==> config.mk <==
export PLATFORM = sky130hd
export DESIGN_NAME = context_switch_unit
export DESIGN_NICKNAME = d
export VERILOG_FILES = /design/src/rtl/proc_pkg.sv /design/src/rtl/context_pc_table.sv /design/src/rtl/context_switch_unit.sv
export SDC_FILE = /design/constraint.sdc
export NUM_CORES = 1
export LEC_CHECK = 0
export BUFFER_PORTS_ARGS = -buffer_cell sky130_fd_sc_hd__buf_2
export CORE_MARGIN = 2
export CORE_UTILIZATION = 50
export CTS_CLUSTER_DIAMETER = 50
export CTS_CLUSTER_SIZE = 25
export DETAILED_ROUTE_END_ITERATION = 12
export HOLD_SLACK_MARGIN = 0.06
export PLACE_DENSITY_LB_ADDON = 0.2
export SLEW_MARGIN = 20
export SYNTH_ARGS = -nofsm -noshare
export SYNTH_HDL_FRONTEND = slang
export SYNTH_HIERARCHICAL = 1
export SYNTH_SLANG_ARGS = --single-unit
==> constraint.sdc <==
create_clock -name clk -period 5.5 [get_ports clk]
set_input_delay 1.1 -clock clk [delete_from_list [all_inputs] [get_ports clk]]
set_output_delay 1.1 -clock clk [all_outputs]
set_load 0.01 [all_outputs]
==> src/rtl/proc_pkg.sv <==
// Shared opcodes and context-switch FSM state encoding.
// Optional feature macro used by this slice: CSU_STATS_EN (switch counter).
package proc_pkg;

   localparam logic [5:0] OP_CTXSW = 6'b111111;
   localparam logic [5:0] OP_NOP   = 6'b101000;
   localparam logic [5:0] OP_ADDPC = 6'b000110;

   typedef enum logic [1:0] {
      IDLE   = 2'd0,
      SAVE   = 2'd1,
      SETTLE = 2'd2,
      COMMIT = 2'd3
   } csu_state_t;

   // Major opcode field of a decoded instruction word.
   function automatic logic [5:0] opcode_of(input logic [31:0] instr);
      return instr[31:26];
   endfunction

endpackage

==> src/rtl/context_pc_table.sv <==
// Saved-PC table: one entry per context plus a valid bit.
// One synchronous write port, one combinational read port, valid bits cleared on reset.
module context_pc_table #(
   parameter int unsigned NUM_CTX = 8,
   parameter int unsigned IDX_W   = 3
) (
   input  logic              clk,
   input  logic              reset,
   input  logic              wr_en,
   input  logic [IDX_W-1:0]  wr_idx,
   input  logic [31:0]       wr_data,
   input  logic [IDX_W-1:0]  rd_idx,
   output logic [31:0]       rd_data,
   output logic              rd_valid
);

   logic [31:0]        mem [NUM_CTX];
   logic [NUM_CTX-1:0] vld;

   // Valid bits: cleared by reset, set on every write.
   always_ff @(posedge clk) begin
      if (reset) begin
         vld <= '0;
      end else if (wr_en) begin
         vld[wr_idx] <= 1'b1;
      end
   end

   // Data storage; contents are meaningless until the matching valid bit is set.
   always_ff @(posedge clk) begin
      if (wr_en && !reset) begin
         mem[wr_idx] <= wr_data;
      end
   end

   assign rd_data  = mem[rd_idx];
   assign rd_valid = vld[rd_idx];

endmodule

==> src/rtl/context_switch_unit.sv <==
// Context-switch unit: saves the outgoing PC, waits for the pipeline to drain,
// then commits the new context and reloads the PC.
// Optional macro CSU_STATS_EN adds the num_trocas committed-switch counter.
module context_switch_unit
   import proc_pkg::*;
#(
   parameter int unsigned NUM_CTX       = 8,
   parameter int unsigned SETTLE_CYCLES = 2,
   parameter int unsigned CNT_W         = 16
) (
   input  logic             clk,
   input  logic             reset,
   input  logic             instr_valid,
   input  logic [31:0]      instrucao,
   input  logic [31:0]      reg_a,
   input  logic [31:0]      reg_b,
   input  logic [31:0]      reg_pc_salvo,
   output logic [31:0]      contexto,
   output logic [31:0]      pc_novo,
   output logic             pc_load,
   output logic             ocupado,
   output logic             erro_ctx
`ifdef CSU_STATS_EN
   ,
   output logic [CNT_W-1:0] num_trocas
`endif
);

   localparam int unsigned IDX_W       = (NUM_CTX > 1) ? $clog2(NUM_CTX) : 1;
   localparam int unsigned SET_W       = $clog2(SETTLE_CYCLES + 2);
   localparam int unsigned SETTLE_LAST = (SETTLE_CYCLES > 0) ? SETTLE_CYCLES - 1 : 0;

   csu_state_t         state;
   logic [IDX_W-1:0]   ctx_q;
   logic [IDX_W-1:0]   tgt_q;
   logic [31:0]        br_q;
   logic [31:0]        pcs_q;
   logic [SET_W-1:0]   settle_cnt;

   logic               accept_c;
   logic               tgt_ok_c;
   logic               go_commit_c;
   logic [31:0]        resume_pc_c;
   logic [31:0]        tab_rd_data;
   logic               tab_rd_valid;
   logic               unused_instr_bits;

   assign unused_instr_bits = ^instrucao[25:0];

   // Saved-PC table: written in SAVE with the outgoing context, read with the target.
   context_pc_table #(
      .NUM_CTX (NUM_CTX),
      .IDX_W   (IDX_W)
   ) u_tab (
      .clk      (clk),
      .reset    (reset),
      .wr_en    (state == SAVE),
      .wr_idx   (ctx_q),
      .wr_data  (pcs_q),
      .rd_idx   (tgt_q),
      .rd_data  (tab_rd_data),
      .rd_valid (tab_rd_valid)
   );

   // Opcode decode and target range check (any bit at or above the index width is out of range).
   always_comb begin
      accept_c = instr_valid && (opcode_of(instrucao) == OP_CTXSW) && (state == IDLE);
      tgt_ok_c = (reg_b < 32'(NUM_CTX));
   end

   // Commit point: straight out of SAVE when there is no settle window, else at the last settle cycle.
   always_comb begin
      go_commit_c = ((state == SAVE) && (SETTLE_CYCLES == 32'd0)) ||
                    ((state == SETTLE) && (settle_cnt == SET_W'(SETTLE_LAST)));
   end

   // Resume address; forwards the in-flight save when committing directly from SAVE to the same context.
   always_comb begin
      resume_pc_c = br_q;
      if (tgt_q != '0) begin
         if ((state == SAVE) && (tgt_q == ctx_q)) begin
            resume_pc_c = pcs_q;
         end else if (tab_rd_valid) begin
            resume_pc_c = tab_rd_data;
         end
      end
   end

   // Switch FSM with registered outputs.
   always_ff @(posedge clk) begin
      if (reset) begin
         state      <= IDLE;
         ctx_q      <= '0;
         tgt_q      <= '0;
         br_q       <= '0;
         pcs_q      <= '0;
         settle_cnt <= '0;
         pc_novo    <= '0;
         pc_load    <= 1'b0;
         ocupado    <= 1'b0;
         erro_ctx   <= 1'b0;
`ifdef CSU_STATS_EN
         num_trocas <= '0;
`endif
      end else begin
         pc_load  <= 1'b0;
         erro_ctx <= 1'b0;
         case (state)
            IDLE: begin
               if (accept_c) begin
                  if (tgt_ok_c) begin
                     tgt_q   <= reg_b[IDX_W-1:0];
                     br_q    <= reg_a;
                     pcs_q   <= reg_pc_salvo;
                     ocupado <= 1'b1;
                     state   <= SAVE;
                  end else begin
                     erro_ctx <= 1'b1;
                  end
               end
            end
            SAVE: begin
               settle_cnt <= '0;
               state      <= SETTLE;
            end
            SETTLE: begin
               settle_cnt <= settle_cnt + SET_W'(1);
            end
            COMMIT: begin
               ocupado <= 1'b0;
               state   <= IDLE;
            end
            default: state <= IDLE;
         endcase

         if (go_commit_c) begin
            state   <= COMMIT;
            pc_load <= 1'b1;
            pc_novo <= resume_pc_c;
            ctx_q   <= tgt_q;
`ifdef CSU_STATS_EN
            num_trocas <= num_trocas + CNT_W'(1);
`endif
         end
      end
   end

   assign contexto = 32'(ctx_q);

endmodule
### Yosys cells after proc, flatten, opt, wreduce, memory -nomap -nowiden

Memory sizes are Yosys's and may differ from the RTL's. A register that Yosys moved wholly into a read port is not among the register bits.
Index checks and enable logic that the tools add are counted.

| operators by class | value |
|---|---|
| multiplexer cells | 21 |
| reduce and logical (&&, ||, !) cells | 16 |
| add/sub/neg operators | 1 |
| equal/unequal tests | 10 |
| $lt $le $gt $ge | 4 |
| bitwise logic cells | 3 |

Operator list:

| operator | count |
|---|---|
| $mux 32 | 3 |
| $lt 32x4->1 const B | 1 |
| $reduce_and 3->1 | 3 |
| $lt 3x4->1 const B | 2 |
| $mux 1 | 8 |
| $or 8x8->8 | 1 |
| $eq 6x6->1 const B | 1 |
| $logic_and 1x1->1 | 6 |
| $mux 2 | 3 |
| $mux 3 | 2 |
| $ne 3x3->1 const B | 2 |
| $pmux 2 s3 | 1 |
| $eq 2x1->1 const B | 2 |
| $eq 2x2->1 const B | 2 |
| $ne 2x2->1 const B | 2 |
| $pmux 2 s2 | 1 |
| $reduce_bool 2->1 | 2 |
| $reduce_bool 4->1 | 1 |
| $bmux 1 s3 | 1 |
| $demux 1 s3 | 1 |
| $eq 3x3->1 | 1 |
| $ge 3x1->1 const B | 1 |
| $reduce_bool 3->1 | 1 |
| $reduce_or 3->1 | 1 |
| other kinds (5) | 6 |

| storage, ports and cells | value |
|---|---|
| memories | 1 |
| flip-flop bits (word level) | 117 |
| output and inout port bits | 67 |
| input bits | 131 |
| RAM bits | 256 |
| word-level logic and storage cells | 67 |

Memory list:

| name | depth | width | read ports | clocked after Yosys merged registers in | wr ports | RTL line | text |
|---|---|---|---|---|---|---|---|
| u_tab.mem | 8 | 32 | 1 | 1 | 1 | context_pc_table.sv:17 | `logic [31:0] mem [NUM_CTX];` |

### Depth between registers and ports, before layout

| logic depth | value |
|---|---|
| word-level depth | 6 |
| depth in mapped cells | 9 |

### Modules after synthesis

The synthesis kept the hierarchy.

Modules (own cells, without submodules):

| module | cells each | times used | area an instance (sq um) | sequential area each (sq um) |
|---|---|---|---|---|
| context_pc_table | 421 | 1 | 10077.2 | 7847.5 |
| context_switch_unit | 497 | 1 | 4997.3 | 2182.1 |

### Worst setup path after synthesis

No wires, ideal clock.

| timing path | value |
|---|---|
| path kind | in2reg |
| start point | input port reset |
| end point | memory u_tab.mem[2][0], enable pin |
| path slack | 0.582 ns |
| stages | 2 |
| path buffers | 1 |
| data required time | 4.998 ns |
| arrival time | 4.417 ns |
| cells stage by stage | clkbuf_1 nor4_1 |

| on the way | value |
|---|---|
| word-level cells in the longest chain between the ends | 4 |

Ends and longest elaborated chain:

| what | RTL line | text |
|---|---|---|
| start, declared | context_switch_unit.sv:12 | `input logic reset,` |
| $logic_not 1->1 | context_pc_table.sv:31 | `if (wr_en && !reset) begin` |
| $logic_and 1x1->1 | context_pc_table.sv:31 |  |
| $mux 1 | context_pc_table.sv:31 |  |
| $mux 1 (not written as such) | context_pc_table.sv:32 | `mem[wr_idx] <= wr_data;` |
| end, declared | context_pc_table.sv:17 |  |

Every way passes these cells.

### Worst setup path in the final report

| timing path | value |
|---|---|
| start point | register tgt_q[0] |
| end point | register pc_novo[27] |

| on the way | value |
|---|---|
| word-level cells in the longest chain between the ends | 5 |

Ends and longest elaborated chain:

| what | RTL line | text |
|---|---|---|
| start, declared | context_switch_unit.sv:35 | `logic [IDX_W-1:0] tgt_q;` |
| start signal, assigned | context_switch_unit.sv:112 | `tgt_q <= reg_b[IDX_W-1:0];` |
| $bmux 1 s3 | context_pc_table.sv:37 | `assign rd_valid = vld[rd_idx];` |
| $mux 1 (not written as such) | context_pc_table.sv:37 |  |
| $mux 32 | context_switch_unit.sv:83 | `end else if (tab_rd_valid) begin` |
| $mux 32 | context_switch_unit.sv:81 | `if ((state == SAVE) && (tgt_q == ctx_q)) begin` |
| $mux 32 * | context_switch_unit.sv:80 | `if (tgt_q != '0) begin` |
| end signal, assigned | context_switch_unit.sv:139 | `pc_novo <= resume_pc_c;` |
| end, declared | context_switch_unit.sv:19 | `output logic [31:0] pc_novo,` |

Mark *: on every way between the ends. The rest lies on a longest branch, timed or not. The select of a mux whose other input is x is not followed.
A chain may end at the register's enable or synchronous reset.

==> impl_metrics.sql <==
INSERT INTO impl_metrics (metric_group, metric, value, unit) VALUES
('pwr', 'p_per_area', '313.9', 'nW/um^2'),
('place', 'pre_cts_slack', '2.327', 'ns'),
('grt', 'antenna_found_initial', '0', ''),
('final_layout', 'layout-drive-gt1-share', '0.3358', ''),
('pwr', 'switching_share', '0.2158', ''),
('floorplan', 'floorplan.initialDensity', '0.5086', ''),
('run', 'drv_cap', '0', ''),
('floorplan', 'fp.dieH', '177.6', 'um'),
('routing', 'vias', '8038', ''),
('min_path', 'depth_of_the_worst_hold_timing_path', '2', ''),
('cts', 'ctsHtreeMaxLevel', '2', ''),
('setup_path', 'crit_slowest_cell', 'sky130_fd_sc_hd__dfxtp_4', ''),
('pwr', 'seqPwrFrac', '0.549', ''),
('place', 'port_buffers', '142', ''),
('routing', 'detailroute.wirelength.met3', '1167', 'um'),
('cts', 'cts_buffers', '35', ''),
('setup_path', 'end_kind', 'flop', ''),
('timing', 'hold_viol', '0', ''),
('routing', 'routed_wire_length_on_met2', '16470', 'um'),
('yosys', 'synth_top_cells_by_area', 'sky130_fd_sc_hd__edfxtp_1 (51%), sky130_fd_sc_hd__dfxtp_1 (16%), sky130_fd_sc_hd__mux4_2 (9.3%), sky130_fd_sc_hd__mux2i_1 (6.6%), sky130_fd_sc_hd__mux2_2 (4.8%)', ''),
('routing', 'top_layer', 'met4', ''),
('status', 'run_status', 'completed', ''),
('timing', 'finClkSkew', '0.01313', 'ns'),
('floorplan', 'floorplan.die_area', '31550', 'um^2'),
('floorplan', 'fp-row-count', '63', ''),
('cts', 'worstSkewPairLatency', '0.52', 'ns'),
('grt', 'grt_usage', '0.2012', ''),
('grt', 'grt_start_max_net_pins', '58', ''),
('place', 'routabilityCongestion', '0.7220', ''),
('yosys', 'synth_flop_cell', 'sky130_fd_sc_hd__edfxtp_1', ''),
('routing', 'route.detailed.vias_per_inst', '5.431', ''),
('yosys', 'synth.yosys.warnings', '6', ''),
('cts', 'cts_hold_repair.buffers', '0', ''),
('setup_path', 'rrSetupSlack', '2.61', 'ns'),
('routing', 'drt_wirelength', '31650', 'um'),
('cts', 'tritoncts_num_sinks', '373', ''),
('setup_path', 'r2r_end', 'pc_novo[27]', ''),
('setup_path', 'criticalPathCategory', 'flop to flop', ''),
('floorplan', 'die_width', '177.6', 'um'),
('routing', 'dr_drc_count', '0', ''),
('cts', 'worst_setup_hold_path_clk_slew', '0.07', 'ns'),
('setup_path', 'arrival', '3.27', 'ns'),
('min_path', 'worstHoldStart', 'u_tab/vld[3]', ''),
('routing', 'detail_route.wl_per_cell', '21.39', 'um'),
('cts', 'clock-root-buffer', 'sky130_fd_sc_hd__clkbuf_16', ''),
('setup_path', 'worstPathBufferInverterCount', '1', ''),
('timing', 'rsz0062_at_grt', 'no', ''),
('cts', 'cts.repair_timing.setup_buffer_count', '0', ''),
('pwr', 'p_clk_frac', '0.439', ''),
('pwr', 'ir_worst_vdd', '0.2060', 'mV'),
('setup_path', 'critPathRequiredTime', '5.88', 'ns'),
('routing', 'iteration_0_drc_count_of_the_detailed_router', '547', ''),
('pwr', 'power_switching', '1.162', 'mW'),
('grt', 'grt.overflow.total', '0', ''),
('final_layout', 'nets', '1201', ''),
('cts', 'tritoncts_clock_tree', 'done', ''),
('yosys', 'avgSynthCellArea', '16.42', 'um^2'),
('yosys', 'synth_largest_area_cell', 'sky130_fd_sc_hd__edfxtp_1', ''),
('final_layout', 'antenna-diode-count', '0', ''),
('setup_path', 'crit_family', 'multiplexers', ''),
('pwr', 'combinationalPowerShare', '0.012', ''),
('setup_path', 'critPathLaunchType', 'flop', ''),
('yosys', 'synth_async_sr_flop_share', '0', ''),
('routing', 'wl_met1', '13420', 'um'),
('pwr', 'design_power_total', '5.385', 'mW'),
('routing', 'drt_first_pass_iters', '4', ''),
('yosys', 'post_synth_num_cell_types', '43', ''),
('timing', 'slew-limit-headroom', '0.4211', ''),
('pwr', 'total_leakage_power', '5.893', 'nW'),
('yosys', 'yosys_register_bits', '373', ''),
('place', 'post-dp-hpwl', '18510', 'um');
[cell usage in the layout (no fill, tap or decap), types with 4 or more instances in the layout]
cell                        count
sky130_fd_sc_hd__nand4_1        4
sky130_fd_sc_hd__inv_8          8
sky130_fd_sc_hd__edfxtp_1     256
sky130_fd_sc_hd__clkinv_2       5
sky130_fd_sc_hd__conb_1        29
sky130_fd_sc_hd__nor2_1        73
sky130_fd_sc_hd__mux2_2        64
sky130_fd_sc_hd__nor3_2         4
sky130_fd_sc_hd__mux4_1         4
sky130_fd_sc_hd__inv_1         15
sky130_fd_sc_hd__buf_4         22
sky130_fd_sc_hd__mux2i_1       99
sky130_fd_sc_hd__nand3_1       31
sky130_fd_sc_hd__mux4_2        62
sky130_fd_sc_hd__o21ai_1       30
sky130_fd_sc_hd__buf_2        141
sky130_fd_sc_hd__nor4_2         4
sky130_fd_sc_hd__a21oi_1       12
sky130_fd_sc_hd__nand2_1       10
sky130_fd_sc_hd__clkbuf_16     35
sky130_fd_sc_hd__inv_6          6
sky130_fd_sc_hd__ha_1           5
sky130_fd_sc_hd__dfxtp_1      114
sky130_fd_sc_hd__nor4_1         6
[registers in the layout, summed over array words and instances (netlist names)]
signal	cells
pcs_q	32
erro_ctx	1
pc_load	1
state	2
u_tab/vld	8
tgt_q	3
ocupado	1
settle_cnt	2
br_q	32
ctx_q	3
pc_novo	32
u_tab/mem	256
[tightest hold or removal path: stages (launching register included)]
cell,delay (ns)
sky130_fd_sc_hd__dfxtp_1,0.31
sky130_fd_sc_hd__inv_1,0.04
sky130_fd_sc_hd__a21oi_1,0.05
[per-layer routing]
| layer | vias up | GRT usage |
|---|---|---|
| li1 | 3759 | - |
| met1 | 4072 | 0.2659 |
| met2 | 172 | 0.3519 |
| met3 | 35 | 0.02742 |
| met4 | 0 | 0.05157 |
| met5 | - | 0 |
[final cells by class]
type,instances,area (um^2)
flip-flops and latches,373,10040
repair buffers,166,930.9
fillers,2344,12480
clock buffers,38,887.1
inverters,16,60.06
multi-input cells,473,4521
clock inverters,24,232.7
well taps,390,488.0
[power groups by stage]
stage	registers [mW]	clock network, mW	logic, mW
3_5_place_dp	3.02	0	0.0674
3_3_place_gp	3.02	0	0.0674
2_1_floorplan	3.02	0	0.0379
4_1_cts	2.96	2.41	0.0675
6_report	2.96	2.36	0.0670
5_1_grt	2.95	2.52	0.0748
[synthesized netlist by cell type (10+ instances only)]
master                       n
sky130_fd_sc_hd__mux4_2     62
sky130_fd_sc_hd__clkbuf_1   26
sky130_fd_sc_hd__inv_1      15
sky130_fd_sc_hd__a21oi_1    12
sky130_fd_sc_hd__nor4_1     10
sky130_fd_sc_hd__edfxtp_1  256
sky130_fd_sc_hd__nand2_1    10
sky130_fd_sc_hd__buf_4      30
sky130_fd_sc_hd__nand3_1    31
sky130_fd_sc_hd__nor2_1     73
sky130_fd_sc_hd__mux2i_1    99
sky130_fd_sc_hd__mux2_2     64
sky130_fd_sc_hd__buf_8      11
sky130_fd_sc_hd__o21ai_1    30
sky130_fd_sc_hd__dfxtp_1   117
[kinds of logic after synthesis]
| logic type | count (synthesis) | synth area share |
|---|---|---|
| buf+inv | 100 | 0.04515 |
| simple gates | 152 | 0.04922 |
| other cells | 1 | 0.0002488 |
| mux | 229 | 0.2131 |
| compound gates | 55 | 0.02100 |
| fa+ha+maj | 5 | 0.004150 |
| xor+xnor | 3 | 0.001743 |
| flops | 373 | 0.6653 |
[worst max-delay path by stage]
| stage | end | slack [ns] | cells after the start |
|---|---|---|---|
| floorplan | u_tab/mem[2][0] | 0.58 | 2 |
| global placement | u_tab/mem[5][8] | 2.36 | 4 |
| detailed placement | u_tab/mem[5][7] | 2.33 | 4 |
| CTS | pc_novo[27] | 2.53 | 6 |
| global route | pc_novo[27] | 2.40 | 6 |
| finish | pc_novo[27] | 2.61 | 6 |
No activity file was read; power rests on OpenSTA's default activity.
